$ cat config.mk
export PLATFORM = sky130hd
export DESIGN_NAME = la_test_progress_reporter
export DESIGN_NICKNAME = d
export VERILOG_FILES = /design/src/rtl/la_test_progress_reporter.sv
export SDC_FILE = /design/constraint.sdc
export NUM_CORES = 1
export LEC_CHECK = 0
export BUFFER_PORTS_ARGS = -buffer_cell sky130_fd_sc_hd__buf_2
export CORE_ASPECT_RATIO = 0.5
export CORE_MARGIN = 5
export CORE_UTILIZATION = 41
export CTS_BUF_LIST = sky130_fd_sc_hd__clkbuf_4 sky130_fd_sc_hd__clkbuf_8
export DETAILED_ROUTE_END_ITERATION = 12
export PLACE_DENSITY = 0.82
export SKIP_CTS_REPAIR_TIMING = 1
export SYNTH_ARGS = -nofsm -noshare
export SYNTH_HDL_FRONTEND = slang
export SYNTH_SLANG_ARGS = --single-unit
$ cat constraint.sdc
create_clock -name wb_clk_i -period 2.9 [get_ports wb_clk_i]
set_clock_uncertainty 0.2 [all_clocks]
set_input_delay 0.58 -clock wb_clk_i [delete_from_list [all_inputs] [get_ports wb_clk_i]]
set_output_delay 0.58 -clock wb_clk_i [all_outputs]
set_load 0.05 [all_outputs]
$ cat src/rtl/la_test_progress_reporter.sv
`default_nettype none
// ============================================================================
// Module   : la_test_progress_reporter
// Purpose  : Drives the test-progress pads watched by the DV benches. Firmware
//            issues step commands over the logic analyser. Each accepted step
//            is reported as BUSY for HOLD_CYCLES cycles and then as DONE or
//            FAIL. The block checks that steps arrive in order and mirrors its
//            state back on la_data_out.
// Ports    : wb_clk_i    - single clock
//            wb_rst_i    - asynchronous active-high reset
//            la_data_in  - [5:0] requested step, [6] strobe toggle,
//                          [7] fail flag, [8] abort
//            la_oenb     - LA output enables, active-low; commands are only
//                          taken while la_oenb[8:0] == 0
//            la_data_out - [5:0] step, [7:6] status, [15:8] error count,
//                          [16] overrun, [17] busy, all other bits 0
//            io_out      - step code at STEP_LSB, status at STAT_LSB
//            io_oeb      - constant pad enables, driven only on the used bits
// Revision : 1.0 - initial release
// ============================================================================
module la_test_progress_reporter #(
    parameter int STEP_W      = 6,
    parameter int MAX_STEP    = 16,
    parameter int HOLD_CYCLES = 16,
    parameter int STEP_LSB    = 20,
    parameter int STAT_LSB    = 36
) (
    input  logic        wb_clk_i,
    input  logic        wb_rst_i,
    input  logic [31:0] la_data_in,
    input  logic [31:0] la_oenb,
    output logic [31:0] la_data_out,
    output logic [37:0] io_out,
    output logic [37:0] io_oeb
);

    // The state encoding is the pad status code, so the status pins come
    // straight off the state flops.
    typedef enum logic [1:0] {
        ST_DONE = 2'b00,
        ST_FAIL = 2'b01,
        ST_BUSY = 2'b10,
        ST_IDLE = 2'b11
    } state_t;

    localparam int                CNT_W       = (HOLD_CYCLES > 1) ? $clog2(HOLD_CYCLES) : 1;
    localparam logic [CNT_W-1:0]  C_HOLD_LOAD = CNT_W'(HOLD_CYCLES - 1);
    localparam logic [STEP_W:0]   C_MAX_STEP  = (STEP_W + 1)'(MAX_STEP);

    state_t            state_q,   state_d;
    logic [STEP_W-1:0] step_q,    step_d;
    logic [7:0]        err_cnt_q, err_cnt_d;
    logic              overrun_q, overrun_d;
    logic              fail_q,    fail_d;
    logic              tgl_q,     tgl_d;
    logic [CNT_W-1:0]  cnt_q,     cnt_d;

    logic [STEP_W-1:0] w_req;
    logic              w_strobe;
    logic              w_fail_in;
    logic              w_abort;
    logic              w_evt;
    logic [STEP_W:0]   w_step_inc;
    logic [7:0]        w_err_inc;

    assign w_req      = la_data_in[STEP_W-1:0];
    assign w_strobe   = la_data_in[6];
    assign w_fail_in  = la_data_in[7];
    assign w_abort    = la_data_in[8];
    // tgl_q tracks the strobe even while the gate is closed, so a toggle made
    // while closed is absorbed and never fires later.
    assign w_evt      = (w_strobe != tgl_q) && (la_oenb[8:0] == 9'd0);
    assign w_step_inc = {1'b0, step_q} + {{STEP_W{1'b0}}, 1'b1};
    assign w_err_inc  = (err_cnt_q == 8'hFF) ? err_cnt_q : err_cnt_q + 8'd1;

    // Upper LA bits carry no command.
    logic unused_ok;
    assign unused_ok = ^{la_data_in[31:9], la_oenb[31:9]};

    always_comb begin
        state_d   = state_q;
        step_d    = step_q;
        err_cnt_d = err_cnt_q;
        overrun_d = overrun_q;
        fail_d    = fail_q;
        tgl_d     = w_strobe;
        cnt_d     = cnt_q;

        // Hold timer. It loads HOLD_CYCLES-1 on entry, so BUSY lasts exactly
        // HOLD_CYCLES cycles.
        if (state_q == ST_BUSY) begin
            if (cnt_q == '0) begin
                state_d = fail_q ? ST_FAIL : ST_DONE;
            end else begin
                cnt_d = cnt_q - 1'b1;
            end
        end

        // Commands override the timer only through abort or restart. A
        // command arriving while BUSY just flags overrun and lets the timer
        // run on.
        if (w_evt) begin
            if (w_abort || (w_req == '0)) begin
                step_d    = '0;
                state_d   = ST_IDLE;
                overrun_d = 1'b0;
            end else if (state_q == ST_BUSY) begin
                overrun_d = 1'b1;
            end else if (state_q == ST_FAIL) begin
                err_cnt_d = w_err_inc;
            end else if (({1'b0, w_req} == w_step_inc) && ({1'b0, w_req} <= C_MAX_STEP)) begin
                step_d  = w_req;
                fail_d  = w_fail_in;
                state_d = ST_BUSY;
                cnt_d   = C_HOLD_LOAD;
            end else begin
                state_d   = ST_FAIL;
                err_cnt_d = w_err_inc;
            end
        end
    end

    always_ff @(posedge wb_clk_i or posedge wb_rst_i) begin
        if (wb_rst_i) begin
            state_q   <= ST_IDLE;
            step_q    <= '0;
            err_cnt_q <= 8'd0;
            overrun_q <= 1'b0;
            fail_q    <= 1'b0;
            tgl_q     <= 1'b0;
            cnt_q     <= '0;
        end else begin
            state_q   <= state_d;
            step_q    <= step_d;
            err_cnt_q <= err_cnt_d;
            overrun_q <= overrun_d;
            fail_q    <= fail_d;
            tgl_q     <= tgl_d;
            cnt_q     <= cnt_d;
        end
    end

    // All outputs are plain wiring of flop values, so they are consistent
    // with each other in every cycle.
    always_comb begin
        io_out                        = '0;
        io_out[STEP_LSB +: STEP_W]    = step_q;
        io_out[STAT_LSB +: 2]         = state_q;

        io_oeb                        = '1;
        io_oeb[STEP_LSB +: STEP_W]    = '0;
        io_oeb[STAT_LSB +: 2]         = 2'b00;
    end

    assign la_data_out = {14'b0, (state_q == ST_BUSY), overrun_q, err_cnt_q, state_q, step_q};

endmodule
`default_nettype wire
==> key figures, run 1 <==
Run status
  • Outcome: finished, final reports clean

Placement
  • HPWL after DPL: between 3 and 4 mm
  • Gp weighted congestion: 0.870
  • IO buf count: 45
  • DP Area: 0.00208 mm^2

Clock tree
  • Clk_lat worst skew: 0.27 ns
  • Buffer depth of the longest clock path: 2
  • Clock transition at path regs: approximately 0.08 ns
  • Clock sinks: 23
  • CTS Buf Count: 3
  • CTS root buf: clkbuf_8
  • Htree depth: 1
  • CTS tree: done

Floorplan
  • Die height: between 60 and 70 um
  • Die ar.: approximately 0.007 mm^2
  • Placement row count: 18
  • IO Pins: 174
  • Initial Util: 42.8%
  • Core area: 0.00500 mm^2
  • DIE WIDTH: 112 um

Final layout
  • Design Area, Final: 0.00213 mm^2
  • Final core occ: 42.6%
  • Multi-input gate area: 0.00110 mm^2
  • Ant diodes: 0
  • Layout cells sized above 1: 24.2%
  • Nets: 351
  • Area growth syn-to-layout: -0.585%
  • Storage cell area: 578 um^2
  • Fill cells: 491

Drt
  • ANT nets after route: 0
  • Wire per inst: between 10 and 15 um
  • DR pass1 iterations: 4
  • Starting DRT DRC Count: 22
  • Via count: 1530
  • DRC: 0
  • Vias/cell: roughly 4.4
  • WL final: 3.96 mm

GRT
  • Total track usage: 10.5%
  • First-pass GRT wire length: 5.91 mm
  • Grt total ovfl: 0
  • Initial antenna violation count: 0
  • Largest net degree at the start of global routing: 24
  • Vias in the first global route: 1356

Setup path
  • Crit Path Class: reg -> reg
  • CP required: 2.85 ns
  • Crit path DAT: 2.56 ns
  • Critical Path Fanout Max: 13
  • Crit. End Element: register
  • Reg2reg path depth: 7
  • Startpoint types: register

Job
  • # Max-Cap Violations: 0

Timing
  • Period utilisation layout: between 80 and 90%
  • Final hold violations: 0
  • Setup violators final: 0
  • Unrepaired setup endpoints after global routing: false
  • Final Max Slew Viols: 0
  • Final worst path period need: 2.60 ns
  • Relative slew margins: 42.1%
  • Setup_tns: 0 ns
  • Fmax: 0.384 GHz
  • Worst Tran Pin Value: 0.867 ns

Logic synthesis
  • Synth Area in XOR/XNOR: 6.14%
  • Post-synth EDFFs: 0
  • Synth Area in Simple Gates: 15.8%
  • Post-Syn Area per Cell: just under 9 um^2
  • Largest family of logic cells by synthesized area: buffers and inverters
  • Yosys warning count: 0
  • Synth Instances: 244
  • Number of register bits inferred by synthesis: 23
  • Cell variety after synth: 45
  • Post-synthesis adder-cell area fraction: ~1.8%
  • Async set or reset register ratio after synthesis: 100%
  • Most used flip-flop cell after synthesis: dfrtp_1
  • Sequential-to-total area share from yosys stat: between 20% and 30%
  • Mux cell area share after synthesis: 1.52%
  • Compound-cell area share of the yosys netlist: 11.8%
  • Mapped Area: 0.00214 mm^2

Worst hold path
  • WHS Path Cells: 1
  • Min-delay worst type: in -> reg

Pwr
  • Peak VDD IR: 0.000195 V
  • Leak: 1.16 nW
  • PD cells: 445 mW/mm^2
Yosys cell counts (2+ instances only):
master | number | share of area, %
buf_4 | 93 | 33
mux2_1 | 2 | 1.1
dfrtp_1 | 21 | 25
a21oi_1 | 4 | 0.94
nor2_1 | 10 | 1.8
a311oi_2 | 5 | 3.5
a22oi_1 | 2 | 0.70
conb_1 | 2 | 0.35
nand3_1 | 7 | 1.6
nand4_1 | 4 | 1.2
inv_1 | 11 | 1.9
and3_1 | 3 | 0.88
and2_1 | 3 | 0.88
and4_1 | 2 | 0.82
nand2_1 | 18 | 3.2
o22ai_1 | 5 | 1.5
a31oi_1 | 4 | 1.2
dfstp_2 | 2 | 2.5
xnor2_1 | 6 | 2.5
xor2_1 | 9 | 3.7
ha_1 | 3 | 1.8
nor4_1 | 2 | 0.58
a21o_1 | 2 | 0.70
nor3_1 | 2 | 0.47
clkbuf_1 | 2 | 0.35
routing by layer:
metal,vias up,global-route usage (%),share of wire (%)
met5,-,0,0
met4,0,2.05,0.56
met3,2,2.65,11
met2,75,20.7,52
met1,724,11.8,36
li1,729,-,-
report_power, final:
part	switching (mW)	internal (mW)	leakage, nW
Clock	0.108	0.0961	0.0255
Sequential	0.0234	0.349	0.293
Combinational	0.318	0.0539	0.842
Total	0.449	0.499	1.16
cell families after synthesis:
group	Yosys count
multiplexers	3
other	2
buffers and inverters	108
adder cells (fa/ha/maj)	3
AO/OA/AOI/OAI	30
XOR/XNOR	15
AND/OR/NAND/NOR	60
flip-flops	23
final cells by class:
type	instances	area share, %
timing repair buffer	49	12.6
clock inverter	1	0.235
inverter	12	2.18
multi-input combinational	193	51.8
sequential	23	27.2
tap	70	4.12
clock buffer	3	1.94
critical path, cell delays in order, from the launching register on:
cell and delay [ns]:
dfrtp_1 0.46, ha_1 0.32, xor2_1 0.15, a2111oi_1 0.23
nor4b_2 0.36, buf_12 0.19, nand4_1 0.21, mux2_1 0.37
flip-flops by register name (all words and copies together), names as in the netlist:
signal / count
step_q: 6
state_q: 2
tgl_q: 1
fail_q: 1
overrun_q: 1
err_cnt_q: 8
cnt_q: 4
layout by cell type (no fill, tap or decap), types with 5 or more instances in the layout:
cell type  synthesis  routed
a311oi_2           5       5
xor2_1             9       9
conb_1             2      82
nor2_1            10      10
buf_2              0      45
nand3_1            7       7
xnor2_1            6       6
dfrtp_1           21      21
nand2_1           18      18
o22ai_1            5       5
inv_1             11      11
final timing paths:
kind                                     startpoint                       end  slack, ns
hold / removal                        la_data_in[6]           tgl_q$_DFF_PP0_       0.25
max in group asynchronous                  wb_rst_i        cnt_q[1]$_DFF_PP0_       1.69
setup reg to reg              step_q[1]$_DFFE_PP0P_        fail_q$_DFFE_PP0P_       0.30
min in group asynchronous                  wb_rst_i  err_cnt_q[0]$_DFFE_PP0P_       0.27
setup / recovery              step_q[1]$_DFFE_PP0P_        fail_q$_DFFE_PP0P_       0.30
hold reg to reg            err_cnt_q[7]$_DFFE_PP0P_  err_cnt_q[7]$_DFFE_PP0P_       0.31
metrics by stage:
stage	setup slack (ns)	hold slack (ns)	power (mW)	instances
after floorplan	0.199	0.264	0.791	324
after global placement	0.211	0.293	0.741	347
after detailed placement	0.197	0.300	0.747	347
after CTS	0.256	0.245	0.949	351
after global routing	0.0515	0.241	0.994	351
final	0.297	0.250	0.948	351
Note: power is estimated with default switching activity, not from simulation.
==> inputs of run 2 (changes only) <==
--- a/config.mk
+++ b/config.mk
@@ -8,10 +8,10 @@
 export BUFFER_PORTS_ARGS = -buffer_cell sky130_fd_sc_hd__buf_2
 export CORE_ASPECT_RATIO = 0.5
 export CORE_MARGIN = 5
-export CORE_UTILIZATION = 41
+export CORE_UTILIZATION = 37
 export CTS_BUF_LIST = sky130_fd_sc_hd__clkbuf_4 sky130_fd_sc_hd__clkbuf_8
 export DETAILED_ROUTE_END_ITERATION = 12
-export PLACE_DENSITY = 0.82
+export PLACE_DENSITY = 0.78
 export SKIP_CTS_REPAIR_TIMING = 1
 export SYNTH_ARGS = -nofsm -noshare
 export SYNTH_HDL_FRONTEND = slang
==> constraint.sdc (replaced) <==
create_clock -name wb_clk_i -period 2.18 [get_ports wb_clk_i]
set_clock_uncertainty 0.2 [all_clocks]
set_input_delay 0.436 -clock wb_clk_i [delete_from_list [all_inputs] [get_ports wb_clk_i]]
set_output_delay 0.436 -clock wb_clk_i [all_outputs]
set_load 0.05 [all_outputs]
==> key figures, run 2 (synthesis results as in run 1) <==
Setup path
  • Critical Path Fanout Max: 6
  • Max incr delay on CP: 0.50 ns
  • Reg2reg path depth: 7
  • Startpoint types: register
  • Cell chain of the critical path: ha_4 -> xor2_2 -> a2111oi_2 -> nor4b_4 -> buf_6 -> nand4_1 -> o22ai_1
  • Crit. End Element: register
  • Slowest-stage cell, CP: dfrtp_4
  • CP required: 2.17 ns
  • Crit Path Class: reg -> reg
  • Crit path DAT: 2.31 ns

Clock tree
  • CTS tree: done
  • Clock sinks: 23
  • Buffer depth of the longest clock path: 2
  • Clk_lat worst skew: 0.27 ns
  • Clock transition at path regs: 0.08 ns
  • CTS Buf Count: 3
  • Htree depth: 1
  • CTS root buf: clkbuf_8

Drt
  • ANT nets after route: 0
  • Via count: approximately 1600
  • Vias/cell: 4.34
  • Starting DRT DRC Count: 49
  • WL final: 4.58 mm
  • DR pass1 iterations: 4
  • DRC: 0
  • Wire per inst: 12.1 um

Timing
  • Final hold violations: 0
  • Fmax: 0.430 GHz
  • Unrepaired setup endpoints after global routing: true
  • Final Max Slew Viols: 0
  • Min Hold Slack: slightly above 0.09 ns
  • Period utilisation layout: 107%
  • Final worst path period need: 2.33 ns
  • Worst Tran Pin Value: 0.716 ns
  • Worst Setup Slack, final: -0.145 ns
  • Setup violators final: 17
  • Relative slew margins: 51.8%

Final layout
  • Most frequent cells in the layout: conb_1 (82), buf_2 (44), buf_4 (27), dfrtp_1 (19), nand2_1 (15)
  • Design Area, Final: between 0.002 and 0.0025 mm^2
  • Nets: 377
  • Final std cells w/o fill: 380
  • Area growth syn-to-layout: 13.7%
  • Commonest non-fill, non-tap cell in the layout: conb_1
  • Layout cells sized above 1: 34.5%
  • Largest register by flop count: err_cnt_q
  • Largest registers: err_cnt_q: 8 flops, step_q: 6 flops, cnt_q: 4 flops
  • Max reg flops: 8
  • Ant diodes: 0

Floorplan
  • Placement row count: 19
  • Die height: 63.8 um
  • DIE WIDTH: 118 um
  • Die ar.: 0.00750 mm^2
  • Initial Util: between 30% and 40%
  • Core area: roughly 0.0055 mm^2
  • IO Pins: around 170

Run status
  • Outcome: complete, but fails checks
  • Failing checks: negative setup slack

Pwr
  • Leak: 1.30 nW
  • Power, Total: 1.31 mW
  • Peak VDD IR: 0.000185 V
  • PD cells: 540 mW/mm^2

GRT
  • First-pass GRT wire length: 6.96 mm
  • Total track usage: 10.9%
  • Largest net degree at the start of global routing: 15
  • Grt total ovfl: 0
  • Vias in the first global route: 1518
  • Initial antenna violation count: 0

Worst hold path
  • Min-delay worst type: in -> reg
  • WHS Path Cells: 1

Placement
  • IO buf count: 45
  • HPWL after DPL: roughly 3.7 mm
  • Gp weighted congestion: ~0.88
  • DP Worst Slack: -0.274 ns
  • Cell count after placement: ~370
  • DP Area: 0.00231 mm^2

Job
  • # Max-Cap Violations: 0
==> run 2: changes by cell type in the layout (fill, tap and decap cells not counted), sizes merged <==
cell and change:
dlygate4sd3 +1, buf +25
==> run 2: critical path, delay by kind of cell, from the launching register on <==
kind | cells | cell delay, ns
AO/OA/AOI/OAI | 2 | 0.48
XOR/XNOR | 1 | 0.15
adder cells (fa/ha/maj) | 1 | 0.25
buffers and inverters | 1 | 0.17
flip-flops | 1 | 0.50
AND/OR/NAND/NOR | 2 | 0.49
==> run 2: path summary, 6_finish.rpt <==
check	from	end	slack, ns
max	step_q[0]$_DFFE_PP0P_	step_q[0]$_DFFE_PP0P_	-0.15
min	la_data_in[6]	tgl_q$_DFF_PP0_	0.09
max reg2reg	step_q[0]$_DFFE_PP0P_	step_q[0]$_DFFE_PP0P_	-0.15
min reg2reg	err_cnt_q[7]$_DFFE_PP0P_	err_cnt_q[7]$_DFFE_PP0P_	0.29
max in group asynchronous	wb_rst_i	state_q[1]$_DFF_PP1_	0.69
min in group asynchronous	wb_rst_i	step_q[0]$_DFFE_PP0P_	0.48
==> run 2: stage by stage <==
step	utilization, %	TNS, ns
after floorplan	-	-3.33
after global placement	41.7	-2.74
final	44.0	-1.79
after global routing	44.0	-3.09
after CTS	42.5	-2.57
after detailed placement	41.7	-3.58
==> run 2: cell type report <==
| cell class | instances | area (um^2) |
|---|---|---|
| multi-input cells | 193 | 1180 |
| clock inverters | 1 | 5.00 |
| clock buffers | 3 | 41.3 |
| fillers | 540 | 3100 |
| repair buffers | 75 | 475 |
| inverters | 12 | 57.6 |
| well taps | 73 | 91.3 |
| flip-flops and latches | 23 | 587 |
==> run 2: metal layers <==
metal | track usage (%) | vias to the layer above | routed length [um]
met5 | 0 | - | 0
li1 | - | 778 | -
met1 | 12.2 | 787 | 1680
met2 | 20.8 | 76 | 2420
met4 | 3.00 | 0 | 70
met3 | 2.91 | 8 | 409
==> run 2: where the power goes <==
part	total, mW	internal [mW]	switching, mW
Clock	0.273	0.128	0.145
Combinational	0.547	0.101	0.446
Sequential	0.494	0.464	0.0297
==> inputs of run 3 (changes only) <==
--- a/config.mk
+++ b/config.mk
@@ -7,11 +7,11 @@
 export LEC_CHECK = 0
 export BUFFER_PORTS_ARGS = -buffer_cell sky130_fd_sc_hd__buf_2
 export CORE_ASPECT_RATIO = 0.5
-export CORE_MARGIN = 5
-export CORE_UTILIZATION = 37
-export CTS_BUF_LIST = sky130_fd_sc_hd__clkbuf_4 sky130_fd_sc_hd__clkbuf_8
+export CORE_MARGIN = 3
+export CORE_UTILIZATION = 36
+export CTS_BUF_LIST = sky130_fd_sc_hd__clkbuf_8 sky130_fd_sc_hd__clkbuf_16
 export DETAILED_ROUTE_END_ITERATION = 12
-export PLACE_DENSITY = 0.78
+export PLACE_DENSITY = 0.76
 export SKIP_CTS_REPAIR_TIMING = 1
 export SYNTH_ARGS = -nofsm -noshare
 export SYNTH_HDL_FRONTEND = slang
==> key figures, run 3 (synthesis results as in run 1) <==
Run status
  • Outcome: complete, but fails checks
  • Failing checks: negative hold slack, negative setup slack

Final layout
  • Layout cells sized above 1: between 30% and 40%
  • Area growth syn-to-layout: 11.9%
  • Design Area, Final: approximately 0.0024 mm^2
  • Max reg flops: 8
  • Final std cells w/o fill: approximately 380
  • Largest register by flop count: err_cnt_q
  • Ant diodes: 0
  • Largest registers: err_cnt_q: 8 flops, step_q: 6 flops, cnt_q: 4 flops
  • Final core occ: 42.7%
  • Nets: 374
  • Commonest non-fill, non-tap cell in the layout: conb_1
  • Most frequent cells in the layout: conb_1 (82), buf_2 (46), buf_4 (26), dfrtp_1 (19), nand2_1 (18)

Clock tree
  • CTS root buf: clkbuf_16
  • Buffer depth of the longest clock path: 2
  • Clk_lat worst skew: 0.26 ns
  • CTS tree: done
  • Htree depth: 1
  • Clock sinks: 23
  • CTS Buf Count: 3
  • Clock transition at path regs: 0.06 ns

GRT
  • Initial antenna violation count: 0
  • Total track usage: a little under an eighth
  • Largest net degree at the start of global routing: 14
  • Grt total ovfl: 0
  • First-pass GRT wire length: 6.49 mm
  • Vias in the first global route: 1419

Drt
  • DR pass1 iterations: 4
  • DRC: 0
  • Vias/cell: between 4 and 5
  • WL final: roughly 4.3 mm
  • Wire per inst: 11.4 um
  • Starting DRT DRC Count: 90
  • Via count: 1632
  • ANT nets after route: 0

Setup path
  • Critical Path Fanout Max: 5
  • Max incr delay on CP: 0.49 ns
  • Slowest-stage cell, CP: dfrtp_4
  • Cell chain of the critical path: ha_4 -> xor2_2 -> a2111oi_2 -> nor4b_4 -> buf_4 -> a31oi_2 -> mux2_4
  • CP required: 2.12 ns
  • Startpoint types: register
  • Crit path DAT: roughly 2.3 ns
  • Crit. End Element: register
  • WP buf/inv: 1
  • CP delay by family, top: flip-flops
  • Crit Path Class: reg -> reg

Placement
  • IO buf count: 45
  • Cell count after placement: 372
  • HPWL after DPL: 3.55 mm
  • Gp weighted congestion: 0.838
  • DP Area: 0.00228 mm^2
  • DP Worst Slack: -0.291 ns

Floorplan
  • Core area: 0.00561 mm^2
  • Die height: 60.5 um
  • IO Pins: 174
  • DIE WIDTH: 115 um
  • Placement row count: 19
  • Initial Util: 38.2%
  • Die ar.: 0.00696 mm^2

Timing
  • Final Max Slew Viols: 0
  • Relative slew margins: 65.8%
  • Fmax: between 0.4 and 0.5 GHz
  • Period utilisation layout: 106%
  • Setup violators final: 14
  • Worst Tran Pin Value: 0.508 ns
  • Min Hold Slack: -0.0347 ns
  • Final hold violations: 10
  • Worst Setup Slack, final: -0.133 ns
  • Unrepaired setup endpoints after global routing: true
  • Final worst path period need: between 2 and 2.5 ns
  • Setup_tns: -1.50 ns

Pwr
  • PD cells: 594 mW/mm^2
  • Peak VDD IR: 0.000245 V
  • Leak: 1.29 nW

Worst hold path
  • Min-delay worst type: in -> async

Job
  • # Max-Cap Violations: 0
==> run 3: cell count changes in the layout (fill, tap and decap cells not counted), sizes merged <==
cell	delta
buf	-2
clkinv	-1
inv	+1
dlygate4sd3	-1
==> run 3: stage by stage <==
stage	total power, mW	hold slack (ns)
finish	1.42	-0.0347
floorplan	1.06	0.236
global route	1.49	0.00260
global placement	1.01	0.243
CTS	1.42	-0.0205
detailed placement	1.02	0.256
==> run 3: worst reg2reg max path: stages (launching register included) <==
cell	delay, ns
dfrtp_4	0.49
ha_4	0.25
xor2_2	0.14
a2111oi_2	0.20
nor4b_4	0.31
buf_4	0.20
a31oi_2	0.10
mux2_4	0.31
==> run 3: power by group <==
group          internal, mW  switching (mW)
Combinational        0.0905           0.438
Clock                 0.245           0.157
Sequential            0.465          0.0264
==> run 3: path summary, 6_finish.rpt <==
kind | slack [ns] | cells past startpoint | end | start
max in group asynchronous | 1.20 | 3 | state_q[1]$_DFF_PP1_ | wb_rst_i
min in group wb_clk_i | 0.11 | 1 | tgl_q$_DFF_PP0_ | la_data_in[6]
max | -0.13 | 7 | err_cnt_q[1]$_DFFE_PP0P_ | step_q[0]$_DFFE_PP0P_
min | -0.03 | 2 | step_q[5]$_DFFE_PP0P_ | wb_rst_i
max reg2reg | -0.13 | 7 | err_cnt_q[1]$_DFFE_PP0P_ | step_q[0]$_DFFE_PP0P_
min reg2reg | 0.29 | 1 | err_cnt_q[7]$_DFFE_PP0P_ | err_cnt_q[7]$_DFFE_PP0P_
==> run 3: final cells by class <==
cell class	count	area (um^2)
fillers	544	3220
multi-input cells	193	1150
flip-flops and latches	23	587
repair buffers	72	425
well taps	73	91.3
clock buffers	3	75.1
inverters	12	57.6
clock inverters	1	3.75
==> run 3: metal layers <==
metal	GRT usage [%]	up-vias	share of wire, %
li1	-	773	-
met3	2.79	4	8.6
met2	21.6	75	52
met1	13.7	780	38
met5	0	-	0
met4	3.68	0	1.1
